$ cat src/rtl/rf_arb_pkg.sv
`default_nettype none
// ============================================================================
// Module      : rf_arb_pkg
// Description : Shared types and constants for the register-file write arbiter.
// Revision    : 1.0 - initial release
// ============================================================================
package rf_arb_pkg;

  typedef enum logic [0:0] {
    ARB  = 1'b0,
    LOCK = 1'b1
  } arb_state_t;

  localparam logic REQ_CPU = 1'b0;
  localparam logic REQ_DBG = 1'b1;

  localparam int DEF_M = 5;
  localparam int DEF_N = 32;

endpackage
`default_nettype wire

$ cat src/rtl/rr_pick2.sv
`default_nettype none
// ============================================================================
// Module      : rr_pick2
// Description : Two-way round-robin grant; mask0 removes requester 0 from contention.
// Revision    : 1.0 - initial release
// ============================================================================
module rr_pick2 (
  input  logic valid0,
  input  logic valid1,
  input  logic last,
  input  logic mask0,
  output logic gnt0,
  output logic gnt1
);

  logic w_cand0;

  assign w_cand0 = valid0 & ~mask0;
  // On a tie the requester that did not win last time goes next.
  assign gnt0    = w_cand0 & (~valid1 | last);
  assign gnt1    = valid1 & (~w_cand0 | ~last);

endmodule
`default_nettype wire

$ cat src/rtl/rf_write_arbiter.sv
`default_nettype none
// ============================================================================
// Module      : rf_write_arbiter
// Description : Round-robin/lockable arbiter for the register file write port.
//               Define RF_ARB_ZERO_GUARD_EN to suppress writes to register 0.
// Revision    : 1.0 - initial release
// ============================================================================
module rf_write_arbiter
  import rf_arb_pkg::*;
#(
  parameter int M = DEF_M,
  parameter int N = DEF_N
) (
  input  logic         clk,
  input  logic         rst,
  input  logic         valid0,
  input  logic [M-1:0] addr0,
  input  logic [N-1:0] data0,
  output logic         ready0,
  input  logic         valid1,
  input  logic         lock1,
  input  logic [M-1:0] addr1,
  input  logic [N-1:0] data1,
  output logic         ready1,
  output logic         rf_we,
  output logic [M-1:0] rf_wa,
  output logic [N-1:0] rf_wd,
  output logic         locked
);

  arb_state_t   r_state;
  arb_state_t   w_state_nxt;
  logic         r_last;
  logic         w_mask0;
  logic         w_gnt0;
  logic         w_gnt1;
  logic         w_xfer;
  logic         w_wr;
  logic [M-1:0] w_addr;
  logic [N-1:0] w_data;
  logic         r_we;
  logic [M-1:0] r_wa;
  logic [N-1:0] r_wd;

  assign w_mask0 = (r_state == LOCK);

  rr_pick2 u_pick (
    .valid0 (valid0),
    .valid1 (valid1),
    .last   (r_last),
    .mask0  (w_mask0),
    .gnt0   (w_gnt0),
    .gnt1   (w_gnt1)
  );

  // No grant may be issued while reset is being applied.
  assign ready0 = rst & w_gnt0;
  assign ready1 = rst & w_gnt1;
  assign w_xfer = ready0 | ready1;
  assign w_addr = ready1 ? addr1 : addr0;
  assign w_data = ready1 ? data1 : data0;

`ifdef RF_ARB_ZERO_GUARD_EN
  assign w_wr = w_xfer & (w_addr != '0);
`else
  assign w_wr = w_xfer;
`endif

  always_comb begin
    w_state_nxt = r_state;
    case (r_state)
      ARB:     if (ready1 && lock1) w_state_nxt = LOCK;
      LOCK:    if (!lock1)          w_state_nxt = ARB;
      default: w_state_nxt = ARB;
    endcase
  end

  always_ff @(posedge clk) begin
    if (!rst) begin
      r_state <= ARB;
    end else begin
      r_state <= w_state_nxt;
    end
  end

  always_ff @(posedge clk) begin
    if (!rst) begin
      r_last <= REQ_DBG;
    end else if (ready0) begin
      r_last <= REQ_CPU;
    end else if (ready1) begin
      r_last <= REQ_DBG;
    end
  end

  always_ff @(posedge clk) begin
    if (!rst) begin
      r_we <= 1'b0;
      r_wa <= '0;
      r_wd <= '0;
    end else begin
      r_we <= w_wr;
      if (w_wr) begin
        r_wa <= w_addr;
        r_wd <= w_data;
      end
    end
  end

  assign rf_we  = r_we;
  assign rf_wa  = r_wa;
  assign rf_wd  = r_wd;
  assign locked = (r_state == LOCK);

endmodule
`default_nettype wire

$ cat config.mk
export PLATFORM = sky130hd
export DESIGN_NAME = rf_write_arbiter
export DESIGN_NICKNAME = d
export VERILOG_FILES = /design/src/rtl/rf_arb_pkg.sv /design/src/rtl/rr_pick2.sv /design/src/rtl/rf_write_arbiter.sv
export SDC_FILE = /design/constraint.sdc
export NUM_CORES = 1
export LEC_CHECK = 0
export ABC_CLOCK_PERIOD_IN_PS = 3260
export CAP_MARGIN = 20
export CORE_MARGIN = 5
export CORE_UTILIZATION = 37
export CTS_CLUSTER_DIAMETER = 200
export DETAILED_ROUTE_END_ITERATION = 16
export GPL_TIMING_DRIVEN = 0
export PLACE_DENSITY_LB_ADDON = 0.25
export SYNTH_ARGS = -nofsm -noshare
export SYNTH_HDL_FRONTEND = slang
export SYNTH_SLANG_ARGS = --single-unit
export TNS_END_PERCENT = 10
$ cat constraint.sdc
create_clock -name clk -period 3.26 [get_ports clk]
set_clock_uncertainty 0.15 [all_clocks]
set_input_delay 0.326 -clock clk [delete_from_list [all_inputs] [get_ports clk]]
set_output_delay 0.326 -clock clk [all_outputs]
set_load 0.05 [all_outputs]
# [Word-level counts from Yosys, hierarchy flattened]
# Cells that the tools add are included.
[word_totals] out_inout_bits=41 wordCells=26 reg_bits=40 inputBits=79
[classes] muxes=7 bitwise_logic=12 n_reduce_logical=2
[op_table] operator="32-bit two-way mux" n=1
[op_table] operator="1-bit bitwise AND" n=5
[op_table] operator="5-bit two-way mux" n=1
[op_table] operator="1-bit two-way mux" n=4
[op_table] operator="1-bit inverter" n=4
[op_table] operator="1-bit OR" n=3
[op_table] operator="1-bit one-hot mux with 2 select lines" n=1
[op_table] operator="2-bit nonzero test" n=1
[op_table] operator="1-bit logical AND" n=1

# [Longest topological paths before layout]
# Gate-level depths: netlist of run 1.
[logic_depth] depth_word=9 depth_mapped=5 depth_no_buf=3

# [By module]
# Synthesis of run 1 repeated with hierarchy kept, for this count alone.
[hier_totals] cells_unflattened=178 area_unflattened_um2=2142.1
[by_module_without_submodules] mod="rf_write_arbiter" n_inst=1 seq_area_each_um2=800.8 area_each_um2=2118.3 cells_per_inst=174
[by_module_without_submodules] mod="rr_pick2" n_inst=1 seq_area_each_um2=0.0 area_each_um2=23.8 cells_per_inst=4

# [Worst setup path before layout of run 1]
# OpenSTA, ideal clock, no wires.
[synth_timing] kind="register to register" start="reg r_state, in the netlist locked" end="reg r_wd[10], in the netlist rf_wd[10]" synth_period_minus_slack_ps=1774 setup_ps=122 stages_incl_launch_ff=5 t_required_ps=2988 t_arrival_ps=1503 slack_ps=1486 n_path_buf=1 cell_sequence="dfxtp_1 > nor2b_4 > and3_4 > buf_2 > a221o_1"
[synth_between] word_cells_on_any_way=10 cone_classes="mux (1); bitwise (9)"
[synth_lines] element="start: declaration" line="rf_write_arbiter.sv:31" rtl="arb_state_t r_state;"
[synth_lines] element="start signal: assignment" line="rf_write_arbiter.sv:82" rtl="r_state <= w_state_nxt;"
[synth_lines] element="1-bit inverter" line="rr_pick2.sv:18" rtl="assign w_cand0 = valid0 & ~mask0;"
[synth_lines] element="1-bit bitwise AND" line="rr_pick2.sv:18"
[synth_lines] element="1-bit bitwise AND" line="rr_pick2.sv:20" rtl="assign gnt0 = w_cand0 & (~valid1 | last);"
[synth_lines] element="1-bit bitwise AND" line="rf_write_arbiter.sv:57" rtl="assign ready0 = rst & w_gnt0;"
[synth_lines] element="net ready0" line="rf_write_arbiter.sv:19" rtl="output logic ready0,"
[synth_lines] element="1-bit OR" line="rf_write_arbiter.sv:59" rtl="assign w_xfer = ready0 | ready1;"
[synth_lines] element="end signal: assignment" line="rf_write_arbiter.sv:105" rtl="r_wd <= w_data;"
[synth_lines] element="end: declaration" line="rf_write_arbiter.sv:43" rtl="logic [N-1:0] r_wd;"
# The timed path passes the listed nets, and every way through them passes these cells.
# A chain may end at the register's enable or synchronous reset.

# [Worst setup path in the final report of run 1]
[layout_timing] start="in valid0" end="out ready0"
[layout_between] elab_chain_cells=3
[layout_lines] element="start: declaration" line="rf_write_arbiter.sv:16" rtl="input logic valid0,"
[layout_lines] element="1-bit bitwise AND" line="rr_pick2.sv:18"
[layout_lines] element="1-bit bitwise AND" line="rr_pick2.sv:20"
[layout_lines] element="1-bit bitwise AND" line="rf_write_arbiter.sv:57"
[layout_lines] element="end: declaration" line="rf_write_arbiter.sv:19"
# No other way between the ends.

==> metrics.md, run 1 <==
| Metric | Value |
|---|---|
| Core Area | between 4000 and 5000 um2 |
| Share of cells above drive strength 1 | 8.24% |
| Most area-consuming cells after synthesis | dfxtp_1 49%, a221o_1 23%, nor3b_1 17% |
| Fmax | 0.369 GHz |
| Nets | between 300 and 400 |
| Design area | 2980 um2 |
| Num CTS Buffers | 5 |
| Dpl hpwl | 4230 um |
| IO buf count | roughly 120 |
| # hold bufs at CTS | 0 |
| Setup bufs post-CTS | 0 |
| Worst Hold Class | reg2reg |
| Clock-pin slew on the worst setup and hold paths | 70 ps |
| Routed len/inst | between 15 and 20 um |
| CP startpoint | valid0 |
| All-layer global routing usage | 17.9% |
| Pre-antenna DRT Iters | 4 |
| Slowest CP cell | clkdlybuf4s50_1 |
| P per Cell Area | 445 nW/um2 |
| Width of the die | 76.4 um |
| Initial Util | 37.7% |
| Vias | 1692 |
| Num rows | 24 |
| Sequential share of the synthesized area | 49.1% |
| FF-to-FF Start | locked |
| Max VDD drop | 0.000279 V |
| Worst Hold Launch | r_last |
| Crit-path leading delay family | buffers and inverters |
| Dpl ws | ~560 ps |
| Grt ovf | 0 |
| Cells after synthesis | 140 |
| CP Capture Type | output port |
| Final Slew Violations | 0 |
| Die area | 5840 um2 |
| Count of state elements after synthesis | 40 |
| Max Cap Viol | 0 |
| First-pass GRT wire length | approximately 8500 um |
| Netlist cell types | 16 |
| H-Tree Depth | 2 |
| Utilization after layout | 68.9% |
| CTS tree | yes |
| GPL Wtd Cong | 0.756 |
| Final setup fails | 0 |
| CTS Sinks | 40 |
| Max-slew headroom | 63.9% |
| Worst path max stage delay | 840 ps |
| Antenna diodes | 0 |
| Number of gates resized after CTS | 0 |
| Cell area after synthesis | roughly 1600 um2 |
| DRC | 0 |
| Ports | 120 |
| Crit path time final | 2710 ps |
| Placed cell area | 2890 um2 |
| Hold Slack | ~360 ps |
| Initial antenna violation count | 0 |
| Tcrit/Tclk final | 83.1% |
| Final WS setup | 552 ps |
| Setup TNS | 0 ps |
| Vias per cell | 5.30 |
| Synth area leader | dfxtp_1 |
| CTS Root Cell | clkbuf_8 |
| Routed Antenna Nets | 0 |
| First DRT Iteration DRCs | 73 |
| CP cell instances | clkdlybuf4s50_1, nor2b_4, and3_4, buf_2, clkdlybuf4s50_1 |
| Setup CP Type | in2out |
| Clock Latency Late Sink | around 290 ps |
| Count of final hold-check violations | 0 |
| YS warnings | 0 |
| Crit path buffers/inverters | 3 |
| Syn nets | 219 |
| Critical-path maximum fanout | 10 |
| Unrepaired setup endpoints after global routing | false |
| Die H | approximately 76 um |
| Run status | completed |
| CP most frequent cell | clkdlybuf4s50_1 |
| Final WL | 5430 um |
| Least-Margin Pin Slew | between 500 and 600 ps |
| Max Buffers Root-to-Sink | 2 |
| CP arrival | about 2200 ps |
| Total placed cells including tap cells | 311 |
| CP Launch Type | input port |
| Mean Syn Cell Area | 11.7 um2 |
| Number of global-route vias before repair | 1768 |
| Largest net degree at the start of global routing | 12 |
| Area Overhead vs Synth | 82.5% |
| Leak Pwr | 1.10 nW |
| Total Power | 1.32 mW |
| Non-Filler Instances | about 320 |
| Share of the synthesized area in the top cell type | between 40% and 50% |
| Crit path required time | 2780 ps |
[state kept, by name (all words and copies together), names as in the netlist]
register,cells
locked,1
r_last,1
rf_wa,5
rf_wd,32
rf_we,1
[path summary, 6_finish.rpt]
path,endpoint,slack (ps),cells past startpoint
max,ready0,550,5
min reg2reg,r_last,360,2
min,r_last,360,2
max reg2reg,rf_wd[5],1720,5
[placed cells by master, fill, tap and decap left out, drive strengths merged]
cell type      instances
a21oi                  1
nor3b                 37
nor2b                  1
nor2                   2
clkbuf                10
nand2                  1
buf                   14
and3                   1
clkdlybuf4s50        119
o211a                  1
nand2b                 2
o21a                   1
a221o                 37
dfxtp                 40
[cells in the mapped netlist (all sizes together)]
cell,n
and3,1
nand2,1
o21a,1
buf,14
a21oi,1
nor2,2
nor2b,1
nor3b,37
clkbuf,2
o211a,1
dfxtp,40
nand2b,2
a221o,37
[kinds of logic (layout without fill, tap and decap cells)]
family | after synthesis | after routing | synth area share [%]
buffers and inverters | 16 | 143 | 6.59
DFF | 40 | 40 | 49.1
and+or+nand+nor | 44 | 44 | 20.0
AOI/OAI and AO/OA | 40 | 40 | 24.3
[tightest hold or removal path, cell delays in order, from the launching register on]
cell	delay, ps
dfxtp_1	330
nor2_1	100
nor2_1	40
[report_power, final]
| group | switching, mW | internal [mW] | total, mW |
|---|---|---|---|
| clock | 0.163 | 0.173 | 0.336 |
| sequential | 0.0192 | 0.531 | 0.550 |
| combinational | 0.232 | 0.206 | 0.438 |
[layout make-up]
cell class / instances / area (um2)
Fill cell: 345 / 1350
Tap cell: 52 / 65.1
Buffer: 16 / 108
Timing Repair Buffer: 119 / 1190
Sequential cell: 40 / 801
Clock buffer: 8 / 90.1
Multi-Input combinational cell: 84 / 723
[per-layer routing]
| metal | up-vias | global-route usage [%] | share of wire (%) |
|---|---|---|---|
| li1 | 809 | - | - |
| met1 | 803 | 20.2 | 41 |
| met2 | 72 | 30.7 | 50 |
| met3 | 8 | 6.38 | 7.7 |
| met4 | 0 | 6.47 | 1.6 |
| met5 | - | 0 | 0 |
Power figures use the tool's default switching activity.
==> inputs of run 2 (changes only) <==
- ABC_CLOCK_PERIOD_IN_PS: 3260 -> 2350
- CORE_UTILIZATION: 37 -> 31
- clock period: 3.26 -> 2.35 ns (I/O delays scaled with it)
==> run 2 against run 1 <==
  * Sequential cell count unchanged
  * Die area increased by 17%
  * Highest routed layer unchanged
  * Core utilization shrank 11 points
  * Worst hold slack got worse by 16 ps
  * Final cell count increased by 4.7%
  * Global-route usage is 2.2 points lower
==> metrics.md, run 2 (same netlist as run 1, synthesis figures left out) <==
| Metric | Value |
|---|---|
| Run status | completed |
| Net Sw Frac | a little under a third |
| First-pass GRT wire length | 8180 um |
| Antenna diodes | 0 |
| Non-Filler Instances | 334 |
| Tcrit/Tclk final | about 95% |
| Die area | ~6800 um2 |
| Final WL | approximately 5500 um |
| Most common cell after layout, fill and taps aside | clkdlybuf4s50_1 |
| Clock-pin slew on the worst setup and hold paths | roughly 70 ps |
| Clock Latency Late Sink | 280 ps |
| Largest net degree at the start of global routing | 11 |
| Pre-antenna DRT Iters | 4 |
| Max Buffers Root-to-Sink | 2 |
| Dpl ws | -182 ps |
| Final WS setup | between 100 and 150 ps |
| Sequential share of power | between 40% and 50% |
| Crit-path leading delay family | buffers and inverters |
| Worst Hold Class | in2reg |
| Share of cells above drive strength 1 | 7.95% |
| Slowest CP cell | dlygate4sd2_1 |
| Clock share of power | between 20% and 30% |
| Critical-path maximum fanout | 10 |
| Dpl hpwl | 4310 um |
| Die H | 82.5 um |
| CP cell instances | clkdlybuf4s50_1, nor2b_4, and3_4, buf_2, dlygate4sd2_1 |
| Number of global-route vias before repair | between 1500 and 2000 |
| All-layer global routing usage | 15.7% |
| Total internal power | 1.21 mW |
| Least-Margin Pin Slew | 520 ps |
| Total Power | 1.77 mW |
| Core Area | ~5100 um2 |
| Nets | 345 |
| Max VDD drop | 0.000271 V |
| Utilization after layout | 58.3% |
| Area Overhead vs Synth | 82.4% |
| P per Cell Area | 596 nW/um2 |
| CP arrival | 1840 ps |
| Grt ovf | 0 |
| Vias | 1679 |
| Most frequent cells in the layout | 117 x clkdlybuf4s50_1, 40 x dfxtp_1, 37 x nor3b_1, 37 x a221o_1 |
| Setup CP Type | in2out |
| Count of final hold-check violations | 0 |
| Unrepaired setup endpoints after global routing | false |
| Final Slew Violations | 0 |
| Initial Util | 31.9% |
| H-Tree Depth | 2 |
| Max-slew headroom | 65.2% |
| Setup TNS | 0 ps |
| Width of the die | 82.5 um |
| Crit path time final | 2230 ps |
| Crit path required time | ~2000 ps |
| Num rows | 26 |
| CP Capture Type | output port |
| Final setup fails | 0 |
| DRC | 0 |
| CTS Root Cell | clkbuf_8 |
| Initial antenna violation count | 0 |
| CTS Sinks | 40 |
| First DRT Iteration DRCs | 83 |
| Combinational share of power | 34.2% |
| Total placed cells including tap cells | 329 |
| Leak Pwr | 1.09 nW |
| Ports | 120 |
| Number of flip-flops in the largest register | 32 |
| CP Launch Type | input port |
| GPL Wtd Cong | 0.742 |
| Crit path buffers/inverters | 3 |
| IO buf count | 119 |
| CTS tree | yes |
| Net switching power figure | 0.560 mW |
| Fmax | 0.449 GHz |
| Max Cap Viol | 0 |
| Num CTS Buffers | 5 |
| Worst path max stage delay | 560 ps |
| Routed Antenna Nets | 0 |
| Routed len/inst | 16.5 um |
| Vias per cell | 5.03 |
## run 2: cell count changes in the layout (fill, tap and decap cells not counted)
| cell | previous run | this run |
|---|---|---|
| clkdlybuf4s50_1 | 119 | 117 |
| clkbuf_8 | 6 | 5 |
| dlygate4sd2_1 | 0 | 2 |
| clkbuf_1 | 4 | 2 |
## run 2: worst reg2reg max path, cell delays in order (launching register included)
cell,delay [ps]
dfxtp_1,350
nor2b_4,160
clkbuf_1,400
nor3b_1,120
a221o_1,270
## run 2: final timing paths
kind / startpoint / end / slack, ps / depth (start not counted)
setup / recovery: valid0 / ready0 / 120 / 5
hold / removal: lock1 / locked / 340 / 2
setup reg to reg: locked / rf_wd[8] / 800 / 4
hold reg to reg: r_last / r_last / 370 / 2
## run 2: area by class of cell
cell class	instances	area (um2)
timing repair buffer	119	1190
buffer	16	108
multi-input combinational	84	723
tap	70	87.6
sequential	40	801
fill	465	2130
clock buffer	5	68.8
## run 2: metrics by stage
| step | cell area [um2] | hold WS (ps) |
|---|---|---|
| finish | 2980 | 345 |
| global route | 2980 | 327 |
| CTS | 2980 | 335 |
| detailed placement | 2910 | 357 |
| global placement | 2910 | 346 |
| floorplan | 1630 | 203 |
## run 2: timing repair
action | in CTS | in global routing
setup endpoints to repair | 2 | 0
hold endpoints to repair | 0 | 0
setup buffers | 0 | 0
hold buffers | 0 | 0
gates resized for setup | 2 | 0
## run 2: power groups by stage
stage / registers [mW] / logic (mW) / clock network, mW
3_5_place_dp: 0.778 / 0.611 / 0
2_1_floorplan: 0.975 / 0.133 / 0
3_3_place_gp: 0.776 / 0.609 / 0
5_1_grt: 0.770 / 0.632 / 0.447
4_1_cts: 0.763 / 0.611 / 0.420
6_report: 0.763 / 0.606 / 0.404
## run 2: metal layers
metal	GRT usage (%)	routed length, um	share of wire (%)	up-vias
met5	0	0	0	-
met4	5.07	47	0.85	0
met3	5.31	507	9.2	6
met2	27.2	2680	49	70
met1	18.1	2270	41	794
li1	-	-	-	809
